[config.mk]
export PLATFORM = sky130hd
export DESIGN_NAME = uart_rx_deserializer
export DESIGN_NICKNAME = d
export VERILOG_FILES = /design/src/rtl/uart_rx_deserializer.sv
export SDC_FILE = /design/constraint.sdc
export NUM_CORES = 1
export LEC_CHECK = 0
export CORE_MARGIN = 4
export CORE_UTILIZATION = 40
export CTS_CLUSTER_DIAMETER = 120
export DETAILED_ROUTE_END_ITERATION = 6
export PLACE_DENSITY = 0.56
export SETUP_SLACK_MARGIN = 0.3
export SLEW_MARGIN = 20
export SYNTH_ARGS = -nofsm -noshare
export SYNTH_HDL_FRONTEND = slang
export SYNTH_SLANG_ARGS = --single-unit
[constraint.sdc]
create_clock -name clk -period 2.4 [get_ports clk]
set_clock_uncertainty 0.2 [all_clocks]
set_input_delay 0.72 -clock clk [delete_from_list [all_inputs] [get_ports clk]]
set_output_delay 0.72 -clock clk [all_outputs]
set_load 0.02 [all_outputs]
[src/rtl/uart_rx_deserializer.sv]
`default_nettype none
// ============================================================================
// Module   : uart_rx_deserializer
// Purpose  : Oversampling UART receiver with run-time frame format and a
//            ready/valid output carrying parity/framing/break/overrun status.
// Revision : 1.0 - initial release
// ============================================================================
module uart_rx_deserializer #(
    parameter int DATA_WIDTH   = 8,
    parameter int OVERSAMPLING = 16,
    parameter int BAUD_DIV     = 1
) (
    input  logic                  clk,
    input  logic                  reset,
    input  logic                  rx,
    input  logic [3:0]            cfgDataWidth,
    input  logic                  cfgParityEnable,
    input  logic                  cfgParityType,
    input  logic [1:0]            cfgStopBits,
    output logic [DATA_WIDTH-1:0] rxData,
    output logic                  rxValid,
    input  logic                  rxReady,
    output logic                  parityError,
    output logic                  framingError,
    output logic                  breakError,
    output logic                  overrunError
);

    localparam int c_DIV_W = (BAUD_DIV > 1) ? $clog2(BAUD_DIV) : 1;
    localparam int c_OVS_W = $clog2(OVERSAMPLING);
    localparam logic [c_DIV_W-1:0] c_DIV_LAST  = c_DIV_W'(BAUD_DIV - 1);
    localparam logic [c_OVS_W-1:0] c_HALF_LAST = c_OVS_W'(OVERSAMPLING / 2 - 1);
    localparam logic [c_OVS_W-1:0] c_FULL_LAST = c_OVS_W'(OVERSAMPLING - 1);

    typedef enum logic [2:0] {
        IDLE      = 3'd0,
        STARTBIT  = 3'd1,
        DATABITS  = 3'd2,
        PARITYBIT = 3'd3,
        STOPBIT   = 3'd4
    } state_t;

    state_t                r_state;
    state_t                w_nextState;
    logic                  r_rxSync1;
    logic                  r_rxSync2;
    logic [1:0]            r_syncPrimed;
    logic                  r_armed;
    logic [c_DIV_W-1:0]    r_divCnt;
    logic [c_OVS_W-1:0]    r_ovsCnt;
    logic [3:0]            r_bitCnt;
    logic [3:0]            r_cfgWidth;
    logic                  r_cfgParityEn;
    logic                  r_cfgOdd;
    logic                  r_cfgTwoStop;
    logic [DATA_WIDTH-1:0] r_shift;
    logic                  r_parAcc;
    logic                  r_allZero;
    logic                  r_parErr;
    logic                  r_frmErr;
    logic                  r_brkErr;
    logic                  r_frameDone;

    logic                  w_tick;
    logic                  w_midStart;
    logic                  w_bitSample;
    logic                  w_lastData;
    logic                  w_lastStop;
    logic                  w_startDet;
    logic [3:0]            w_widthClamped;
    logic [DATA_WIDTH-1:0] w_bitSel;

    assign w_tick         = (r_divCnt == c_DIV_LAST);
    assign w_midStart     = w_tick && (r_ovsCnt == c_HALF_LAST);
    assign w_bitSample    = w_tick && (r_ovsCnt == c_FULL_LAST);
    assign w_lastData     = (r_bitCnt == (r_cfgWidth - 4'd1));
    assign w_lastStop     = (r_bitCnt == 4'd1) || !r_cfgTwoStop;
    assign w_widthClamped = (cfgDataWidth >= 4'd5 && cfgDataWidth <= 4'd8) ? cfgDataWidth : 4'd8;
    assign w_bitSel       = {{(DATA_WIDTH-1){1'b0}}, 1'b1} << r_bitCnt;

    always_ff @(posedge clk) begin
        if (reset) begin
            r_state <= IDLE;
        end else begin
            r_state <= w_nextState;
        end
    end

    always_comb begin
        w_nextState = r_state;
        w_startDet  = 1'b0;
        case (r_state)
            IDLE: begin
                if (r_armed && !r_rxSync2) begin
                    w_startDet  = 1'b1;
                    w_nextState = STARTBIT;
                end
            end
            STARTBIT: begin
                if (w_midStart) begin
                    w_nextState = r_rxSync2 ? IDLE : DATABITS;
                end
            end
            DATABITS: begin
                if (w_bitSample && w_lastData) begin
                    w_nextState = r_cfgParityEn ? PARITYBIT : STOPBIT;
                end
            end
            PARITYBIT: begin
                if (w_bitSample) begin
                    w_nextState = STOPBIT;
                end
            end
            STOPBIT: begin
                if (w_bitSample && w_lastStop) begin
                    w_nextState = IDLE;
                end
            end
            default: w_nextState = IDLE;
        endcase
    end

    // Receive datapath: synchronizer, tick generation and per-bit capture.
    always_ff @(posedge clk) begin
        if (reset) begin
            r_rxSync1     <= 1'b1;
            r_rxSync2     <= 1'b1;
            r_syncPrimed  <= 2'b00;
            r_armed       <= 1'b0;
            r_divCnt      <= '0;
            r_ovsCnt      <= '0;
            r_bitCnt      <= '0;
            r_cfgWidth    <= 4'd8;
            r_cfgParityEn <= 1'b0;
            r_cfgOdd      <= 1'b0;
            r_cfgTwoStop  <= 1'b0;
            r_shift       <= '0;
            r_parAcc      <= 1'b0;
            r_allZero     <= 1'b0;
            r_parErr      <= 1'b0;
            r_frmErr      <= 1'b0;
            r_brkErr      <= 1'b0;
            r_frameDone   <= 1'b0;
        end else begin
            r_rxSync1    <= rx;
            r_rxSync2    <= r_rxSync1;
            // The reset value of the synchronizer must not count as seeing idle line.
            r_syncPrimed <= {r_syncPrimed[0], 1'b1};
            r_frameDone  <= 1'b0;

            if (w_startDet || w_tick) begin
                r_divCnt <= '0;
            end else begin
                r_divCnt <= r_divCnt + 1'b1;
            end

            if (r_state == IDLE) begin
                r_ovsCnt <= '0;
            end else if (w_tick) begin
                if ((r_state == STARTBIT && r_ovsCnt == c_HALF_LAST) || r_ovsCnt == c_FULL_LAST) begin
                    r_ovsCnt <= '0;
                end else begin
                    r_ovsCnt <= r_ovsCnt + 1'b1;
                end
            end

            if (w_startDet) begin
                r_armed       <= 1'b0;
                r_cfgWidth    <= w_widthClamped;
                r_cfgParityEn <= cfgParityEnable;
                r_cfgOdd      <= cfgParityType;
                r_cfgTwoStop  <= (cfgStopBits == 2'd2);
                r_shift       <= '0;
                r_parAcc      <= 1'b0;
                r_allZero     <= 1'b1;
                r_parErr      <= 1'b0;
                r_frmErr      <= 1'b0;
                r_brkErr      <= 1'b0;
                r_bitCnt      <= '0;
            end else begin
                case (r_state)
                    IDLE: begin
                        if (w_tick && r_rxSync2 && r_syncPrimed[1]) begin
                            r_armed <= 1'b1;
                        end
                    end
                    DATABITS: begin
                        if (w_bitSample) begin
                            if (r_rxSync2) begin
                                r_shift <= r_shift | w_bitSel;
                            end
                            r_parAcc  <= r_parAcc ^ r_rxSync2;
                            r_allZero <= r_allZero & ~r_rxSync2;
                            r_bitCnt  <= w_lastData ? 4'd0 : r_bitCnt + 4'd1;
                        end
                    end
                    PARITYBIT: begin
                        if (w_bitSample) begin
                            r_parErr  <= ((r_parAcc ^ r_rxSync2) != r_cfgOdd);
                            r_allZero <= r_allZero & ~r_rxSync2;
                        end
                    end
                    STOPBIT: begin
                        if (w_bitSample) begin
                            if (!r_rxSync2) begin
                                r_frmErr <= 1'b1;
                            end
                            if (r_bitCnt == 4'd0) begin
                                r_brkErr <= r_allZero & ~r_rxSync2;
                            end
                            if (w_lastStop) begin
                                r_frameDone <= 1'b1;
                                r_armed     <= r_rxSync2;
                                r_bitCnt    <= 4'd0;
                            end else begin
                                r_bitCnt    <= r_bitCnt + 4'd1;
                            end
                        end
                    end
                    default: ;
                endcase
            end
        end
    end

    // Output holding register; a completed frame is dropped if the last one is still pending.
    always_ff @(posedge clk) begin
        if (reset) begin
            rxData       <= '0;
            rxValid      <= 1'b0;
            parityError  <= 1'b0;
            framingError <= 1'b0;
            breakError   <= 1'b0;
            overrunError <= 1'b0;
        end else if (r_frameDone && (!rxValid || rxReady)) begin
            rxData       <= r_shift;
            rxValid      <= 1'b1;
            parityError  <= r_parErr;
            framingError <= r_frmErr;
            breakError   <= r_brkErr;
            overrunError <= 1'b0;
        end else if (r_frameDone) begin
            overrunError <= 1'b1;
        end else if (rxValid && rxReady) begin
            rxValid      <= 1'b0;
        end
    end

endmodule
`default_nettype wire

# [Word-level counts from Yosys, hierarchy flattened]
# Cells that the tools add are included.
[classes] add_sub_neg=4 order_cmp=2 eq_ne=20 shifts=1 mux=29 bitwise=7 reduce_logical=41
[op_table] cell="$mux W4" count=6
[op_table] cell="$mux W3" count=6
[op_table] cell="$ne A2 B2 Y1 const B" count=8
[op_table] cell="$pmux W3 S5" count=1
[op_table] cell="$mux W1" count=13
[op_table] cell="$reduce_and A3 Y1" count=4
[op_table] cell="$logic_and A1 B1 Y1" count=11
[op_table] cell="$reduce_bool A2 Y1" count=5
[op_table] cell="$reduce_or A2 Y1" count=5
[op_table] cell="$add A4 B1 Y4 const B" count=2
[op_table] cell="$or A8 B8 Y8" count=1
[op_table] cell="$pmux W4 S2" count=1
[op_table] cell="$reduce_and A2 Y1" count=4
[op_table] cell="$shl A1 B4 Y8 const A" count=1
[op_table] cell="$eq A3 B2 Y1 const B" count=2
[op_table] cell="$reduce_and A5 Y1" count=1
[op_table] cell="$eq A4 B1 Y1 const B" count=1
[op_table] cell="$eq A4 B3 Y1 const B" count=1
[op_table] cell="$eq A4 B4 Y1" count=1
[op_table] cell="$eq A4 B4 Y1 const B" count=1
[op_table] cell="$ge A4 B3 Y1 const B" count=1
[op_table] cell="$le A4 B4 Y1 const B" count=1
[op_table] cell="$logic_not A4 Y1" count=1
[op_table] cell="$logic_or A1 B1 Y1" count=4
[op_table] cell="other kinds (16)" count=22
[totals] regBits=51 word_cells=130

# [Longest topological paths before layout]
[logic_depth] depth_word=6 ltp_mapped=6 depth_no_buf=6

# [Worst setup path after synthesis]
# OpenSTA, ideal clock, no wires.
[synth_path] kind="flip-flop to flip-flop" start="reg r_bitCnt[1]" end="reg r_bitCnt[2]" arrival_ns=1.501 path_slack_ns=0.612 path_stages_with_launch=7 path_buffers=0 cell_sequence="dfxtp_1 -> inv_1 -> ha_1 -> nor3b_1 -> o211a_1 -> o2111a_1 -> nor4b_2"
[synth_between] elab_chain_len=5 word_cells_on_any_way=9 classes_between="add/sub: 1; eq/ne: 2; mux: 5; reduce/logical: 1"
[synth_rtl] element="start, declared" line_no="51" rtl="logic [3:0] r_bitCnt;"
[synth_rtl] element="start signal, assigned" line_no="194" rtl="r_bitCnt <= w_lastData ? 4'd0 : r_bitCnt + 4'd1;"
[synth_rtl] element="start signal, assigned" line_no="216" rtl="r_bitCnt <= r_bitCnt + 4'd1;"
[synth_rtl] element="parallel branches: the longest is 4 deep, another holds $add A4 B1 Y4"
[synth_rtl] element="$pmux W4 S2 (*)" line_no="181" rtl="case (r_state)"
# Mark *: on every way between the ends. The select of a mux whose other input is x is not followed.
# A chain may end at the register's enable or synchronous reset.

# [Final worst setup path]
[layout_path] start="reg r_state[0]" end="reg r_bitCnt[2]"
[layout_between] elab_chain_len=3 word_cells_on_any_way=10 classes_between="eq/ne: 4; mux: 2; reduce/logical: 4"
[layout_rtl] element="start, declared" line_no="43" rtl="state_t r_state;"
[layout_rtl] element="start signal, assigned" line_no="85" rtl="r_state <= w_nextState;"
[layout_rtl] element="$eq A3 B2 Y1 (tied with other cells)" line_no="181"
[layout_rtl] element="$ne A2 B2 Y1 (no line) (tied with other cells)"
[layout_rtl] element="$reduce_and A3 Y1 (no line) or $reduce_or A2 Y1 (tied branches)"
# Parallel ways exist; a longest one is shown, timed or not.

==> metrics.txt <==
cts hold-fix bufs 0; status completed; Post-synth top cells dfxtp_1 (51), nand2_1 (30), a21oi_1 (27); CP Capture Type flop; Starting Density ~42%; EDFF count, synth 0; final wirelength between 4000 and 5000 um; Switching Fraction 22.48%; CP required 2.42 ns; die width 84.99 um; placed cells 352; Ports 25; async set-reset flop share out of synthesis 0%; die footprint a little over 7000 um2; Skew-Pair Late Insertion Delay about 0.3 ns; Hold Violations, Final 0; CP arrival 2.02 ns; WL/cell roughly 13 um; Layout fillers ~600; clock power share 36.6%; RSZ-0062 raised after global routing yes; Crit Path Max Fanout 17; DR vias/cell between 5 and 6; total gr overflow 0; I/O Buffers 24; Mapped Nets 283; Yosys reg bits 51; Post-DP HPWL approximately 3500 um; period utilization just over 80%; Distinct cells, synth between 50 and 60; H-Tree Depth 2; Setup violations, final 0; gr usage total 13.62%; DRC Markers 0; CTS tree done; count leader, synth dfxtp_1; largest net degree at the start of global routing 18; Max-slew headroom about half; Reg power frac between 50% and 60%; fraction of layout cells with a size suffix above 1 14.14%; combinational power share under 10%; Max clock buf depth 2; Int Pwr 1118 uW; global-route wire length before repair 8045 um; Reg clk slew, reported paths 0.09 ns; area of the core approximately 5600 um2; CTS root buf clkbuf_8; Mapped Cells about 260; R2R depth 4; Post-synth top flop dfxtp_1; syn avg cell area around 9 um2; nets@finish between 300 and 400; Synth Warn # 0; Rows 27; First-pass DRT Iterations 4; hold path depth 1; TritonCTS Buffers 5; Synth top area share 43.06%; # diodes 0; via count approximately 1800; Seq/Total Area, Yosys a little over two fifths; Leakage Power about 0.0010 uW; CTS sink count 51; vias in the first global route 1647; initial antenna violation count 0; critical path type reg -> reg; maximum VDD drop 227.6 uV; Synth Cell Area approximately 2400 um2; pwr dens just over 500 nW/um2; max-slew violations 0; Switch Pwr around 320 uW; cell accounting for the most synthesized area dfxtp_1; measured slew at the worst slew-check pin between 0.7 and 0.8 ns; Max-Cap Viols 0; max frequency ~0.50 GHz; Setup crit start kind flop; Area Overhead vs Synth 17.94%; Detail Route Antenna Nets 0; Die H about 85 um; synth top area cells dfxtp_1 (43%), a21oi_1 (5.7%), nand2_1 (4.7%), xnor2_1 (4.4%), ha_1 (4.2%); Final min period 1.995 ns; DRT iter0 DRCs ~80; TNS Setup 0 ns; Worst Hold Class reg -> reg; fin cells ~360; GPL Wtd Cong 0.7997
power by group through the flow:
stage                     Sequential (uW)  Clock (uW)  Combinational (uW)
after floorplan                       874           0                31.5
after global placement                878           0                55.2
after detailed placement              878           0                55.8
after CTS                             859         549                56.0
after global routing                  860         582                60.8
final                                 859         528                55.8
layout by cell type, fill, tap and decap left out, types with 4 or more instances in the layout:
cell type / count
dlygate4sd2_1: 13
dfxtp_1: 50
a21oi_1: 27
ha_1: 8
nand3_1: 14
nor2b_1: 5
buf_4: 10
o21ai_0: 5
nand2_1: 29
nor2_1: 17
clkdlybuf4s50_1: 11
clkbuf_8: 6
a31oi_1: 4
xnor2_1: 12
nor3_1: 9
inv_1: 10
repair_timing:
action | CTS | global route
hold endpoints to repair | 0 | 0
gates resized for setup | 13 | 4
setup buffers | 0 | 2
pin swaps | 0 | 1
cloned | 0 | 0
endpoints found under the setup margin | 13 | 8
critical path: stages, from the launching register on:
cell and delay (ns):
dfxtp_1 0.81, nor3b_4 0.13, o211ai_1 0.25, nand2_1 0.21, nor4b_2 0.30
cells by family after synthesis:
| family | synth area share [%] |
|---|---|
| AND/OR/NAND/NOR | 26.86 |
| AO/OA/AOI/OAI | 13.19 |
| multiplexers | 1.741 |
| XOR/XNOR | 5.805 |
| flip-flops | 43.06 |
| adder cells (fa/ha/maj) | 4.222 |
| buffers and inverters | 4.960 |
| other | 0.1582 |
registers in the layout (all words and copies together) (netlist names), 2 cells and up:
signal / flops
rxData: 8
r_cfgWidth: 4
r_ovsCnt: 4
r_syncPrimed: 2
r_state: 3
r_shift: 8
r_bitCnt: 4
worst paths after layout:
path                                    to               startpoint  slack (ns)
setup reg to reg  r_bitCnt[2]$_SDFFE_PP0P_  r_state[0]$_SDFFE_PP0P_        0.41
hold / removal        r_rxSync2$_SDFF_PP1_     r_rxSync1$_SDFF_PP1_        0.21
setup / recovery  r_bitCnt[2]$_SDFFE_PP0P_  r_state[0]$_SDFFE_PP0P_        0.41
hold reg to reg       r_rxSync2$_SDFF_PP1_     r_rxSync1$_SDFF_PP1_        0.21
layout make-up:
class / instances / area [um2] / area share, %
inverter: 11 / 41.29 / 1.477
multi-input combinational: 186 / 1245 / 44.52
timing repair buffer: 34 / 299.0 / 10.69
clock inverter: 2 / 16.27 / 0.5817
tap: 72 / 90.09 / 3.221
clock buffer: 6 / 82.58 / 2.953
sequential: 51 / 1022 / 36.55
layer usage:
layer	GRT usage, %	wire length (um)	up-vias
li1	-	-	970
met1	18.44	2408	835
met2	21.05	2072	36
met3	3.689	222	5
met4	4.317	48	0
met5	0	0	-
through the flow:
step	hold WS, ns	instance area, um2	worst slack (ns)	utilization (%)	power [uW]
2_1_floorplan	0.1895	2371	0.6115	-	905.4
3_3_place_gp	0.1936	2685	0.2116	47.59	933.3
3_5_place_dp	0.1933	2685	0.1805	47.59	934.0
4_1_cts	0.2156	2768	0.3497	49.06	1464
5_1_grt	0.2403	2796	0.2746	49.57	1503
6_report	0.2142	2796	0.4051	49.57	1442
No activity file was read; power rests on OpenSTA's default activity.
==> variant: new RTL, same settings <==
The 5 states of `state_t` get a one-hot encoding in 5 bits.
--- a/src/rtl/uart_rx_deserializer.sv
+++ b/src/rtl/uart_rx_deserializer.sv
@@ -34,8 +34,8 @@
 
-    typedef enum logic [2:0] {
-        IDLE      = 3'd0,
-        STARTBIT  = 3'd1,
-        DATABITS  = 3'd2,
-        PARITYBIT = 3'd3,
-        STOPBIT   = 3'd4
+    typedef enum logic [4:0] {
+        IDLE      = 5'b00001,
+        STARTBIT  = 5'b00010,
+        DATABITS  = 5'b00100,
+        PARITYBIT = 5'b01000,
+        STOPBIT   = 5'b10000
     } state_t;
Function: no difference found for any inputs over 10 cycles, from zero or initial values and one cycle with reset high; not proved beyond that.
==> variant against the original RTL <==
Cell area rose by 2.0%. Sequential cell count is 2 higher. Core utilization fell by 1.4 points. Setup slack improved by 0.013 ns. Sequential power grew 3.8%. Cell count up 0.83%. Area after synthesis grew 2.6%. Via count increased by 0.49%. Synthesized cell count is 0.76% higher. Wire length rose by 4.0%. Power grew 8.3%. Critical endpoint is now r_state[0].
==> variant: results (changes against the original RTL) <==
proportion of synthesized chip area in sequential cells = 43.6% (+0.54 points)
number of instances in the placed design = 357 (+1.4%)
sw frac = 21.3% (-1.2 points)
leakage power total = 1.14 nW (+8.8%)
buffer type at the clock tree root = sky130_fd_sc_hd__clkbuf_8
Hold Path Class = reg -> reg
post-synthesis net count = 285 (+0.71%)
Avg Vias per Cell = 5.08 (-0.34%)
count of mapped cells out of synthesis = 265 (+0.76%)
number of warnings printed during yosys synthesis = 0 (unchanged)
setup bufs post-CTS = 0 (unchanged)
routability-driven placement congestion ratio = 0.792 (-0.99%)
most frequently used flop master after synthesis = sky130_fd_sc_hd__dfxtp_1
Clock Tree Buf Depth = 2 (unchanged)
clock latency reported for the late side of the worst-skew pair = 0.30 ns (about the same)
clk slew on worst S/H paths = 0.09 ns (about the same)
total global routing track utilization = 14.4% (+0.80 points)
worst endpoint data arrival time = 2.02 ns (about the same)
number of antenna cells inserted = 0 (unchanged)
post-detail-place hpwl = 3540 um (+0.51%)
via count of the first global-routing pass = 1697 (+3.0%)
final wirelength = 4940 um (+4.0%)
crit path max fanout = 6 (-11)
number of distinct library cells after synthesis = 48 (-13%)
Detailed Route Iter0 Violations = 74 (-9.8%)
largest cells by area after synthesis = sky130_fd_sc_hd__dfxtp_1 (44%), sky130_fd_sc_hd__mux2i_1 (5.8%), sky130_fd_sc_hd__nor2_1 (5.2%)
Inserted Clock Buffers = 5 (unchanged)
largest net degree at the start of global routing = 29 (+11)
outcome = finished, final reports clean
ys async rst share = 0% (unchanged)
largest vdd supply drop = 0.231 mV (+1.4%)
register-to-register path setup slack = 0.42 ns
first-pass iteration count of the detailed router = 4 (unchanged)
Synth top cells by count = sky130_fd_sc_hd__dfxtp_1 (53), sky130_fd_sc_hd__nor2_1 (34), sky130_fd_sc_hd__a21oi_1 (21)
Buffers on Ports = 24 (unchanged)
initial antenna violation count = 0 (unchanged)
Worst Tran Pin Value = 0.504 ns (-0.242 ns)
proportion of layout cells with a drive suffix above 1 = 12.1% (-2.1 points)
net count reported at finish = 309 (unchanged)
final instance count without filler cells = 365 (+0.83%)
first-pass GRT wire length = 8480 um (+5.4%)
Regs by FF count = r_shift: 8 flops, rxData: 8 flops, r_state: 5 flops
maximum level of the CTS H-tree = 2 (unchanged)
[variant: changes by cell type after synthesis, sizes merged, moves of 4 or more]
cell,change
nor2,+18
nand2,-8
mux2i,+11
nand3,-4
a21oi,-6
nand2b,+5
nand4,+4
xnor2,-5
[variant: worst paths after layout]
path,startpoint,end,cells past startpoint
worst max-delay path,r_bitCnt[1],r_state[0],7
worst min-delay path,r_rxSync1,r_rxSync2,1
worst max register to register,r_bitCnt[1],r_state[0],7
worst min register to register,r_rxSync1,r_rxSync2,1
[variant: cell type report]
cell class	count	area (sq um)
clock buffers	6	72.6
clock inverters	2	38.8
fillers	611	3070
inverters	9	33.8
multi-input cells	191	1280
flip-flops and latches	53	1060
well taps	75	93.8
repair buffers	29	274
[variant: cell families after synthesis]
| logic type | share of synthesized area, % |
|---|---|
| xor+xnor | 4.94 |
| other cells | 0.154 |
| buf+inv | 4.68 |
| compound gates | 11.1 |
| fa+ha+maj | 4.11 |
| flops | 43.6 |
| mux | 5.76 |
| simple gates | 25.7 |
[variant: worst max-delay path, cell delays in order, from the launching register on]
cell and delay, ns:
sky130_fd_sc_hd__dfxtp_2 0.37, sky130_fd_sc_hd__inv_1 0.08, sky130_fd_sc_hd__ha_2 0.20, sky130_fd_sc_hd__or3b_4 0.40, sky130_fd_sc_hd__a21oi_2 0.16, sky130_fd_sc_hd__a2bb2oi_2 0.19, sky130_fd_sc_hd__o211ai_2 0.14, sky130_fd_sc_hd__o211ai_1 0.18
[variant: what timing repair did]
action                                  in CTS  in global routing
endpoints found under the setup margin      14                 13
resized for setup                           14                  7
pin swaps                                    0                  0
[variant: per-layer routing]
metal	track usage, %	share of wire, %	vias to the layer above
met3	2.59	4.3	6
met5	0	0	-
met2	21.1	42	32
met1	20.9	52	846
met4	5.61	1.3	0
li1	-	-	971
[variant: power by group through the flow]
stage | Sequential [W] | Combinational (W) | Clock, W
after global routing | 0.000893 | 0.0000650 | 0.000661
final | 0.000892 | 0.0000597 | 0.000611
after detailed placement | 0.000912 | 0.0000598 | 0
after CTS | 0.000892 | 0.0000601 | 0.000631
after floorplan | 0.000908 | 0.0000348 | 0
after global placement | 0.000913 | 0.0000603 | 0
[variant: per-stage QoR]
stage               cell area [sq um]  utilization, %  power, W  hold WS (ns)  setup WS (ns)
global route                     2850            48.2   0.00162         0.239          0.314
floorplan                        2430               -  0.000943         0.189          0.562
detailed placement               2740            46.2  0.000972         0.193          0.252
global placement                 2740            46.2  0.000973         0.196          0.279
finish                           2850            48.2   0.00156         0.219          0.418
CTS                              2840            48.0   0.00158         0.221          0.306
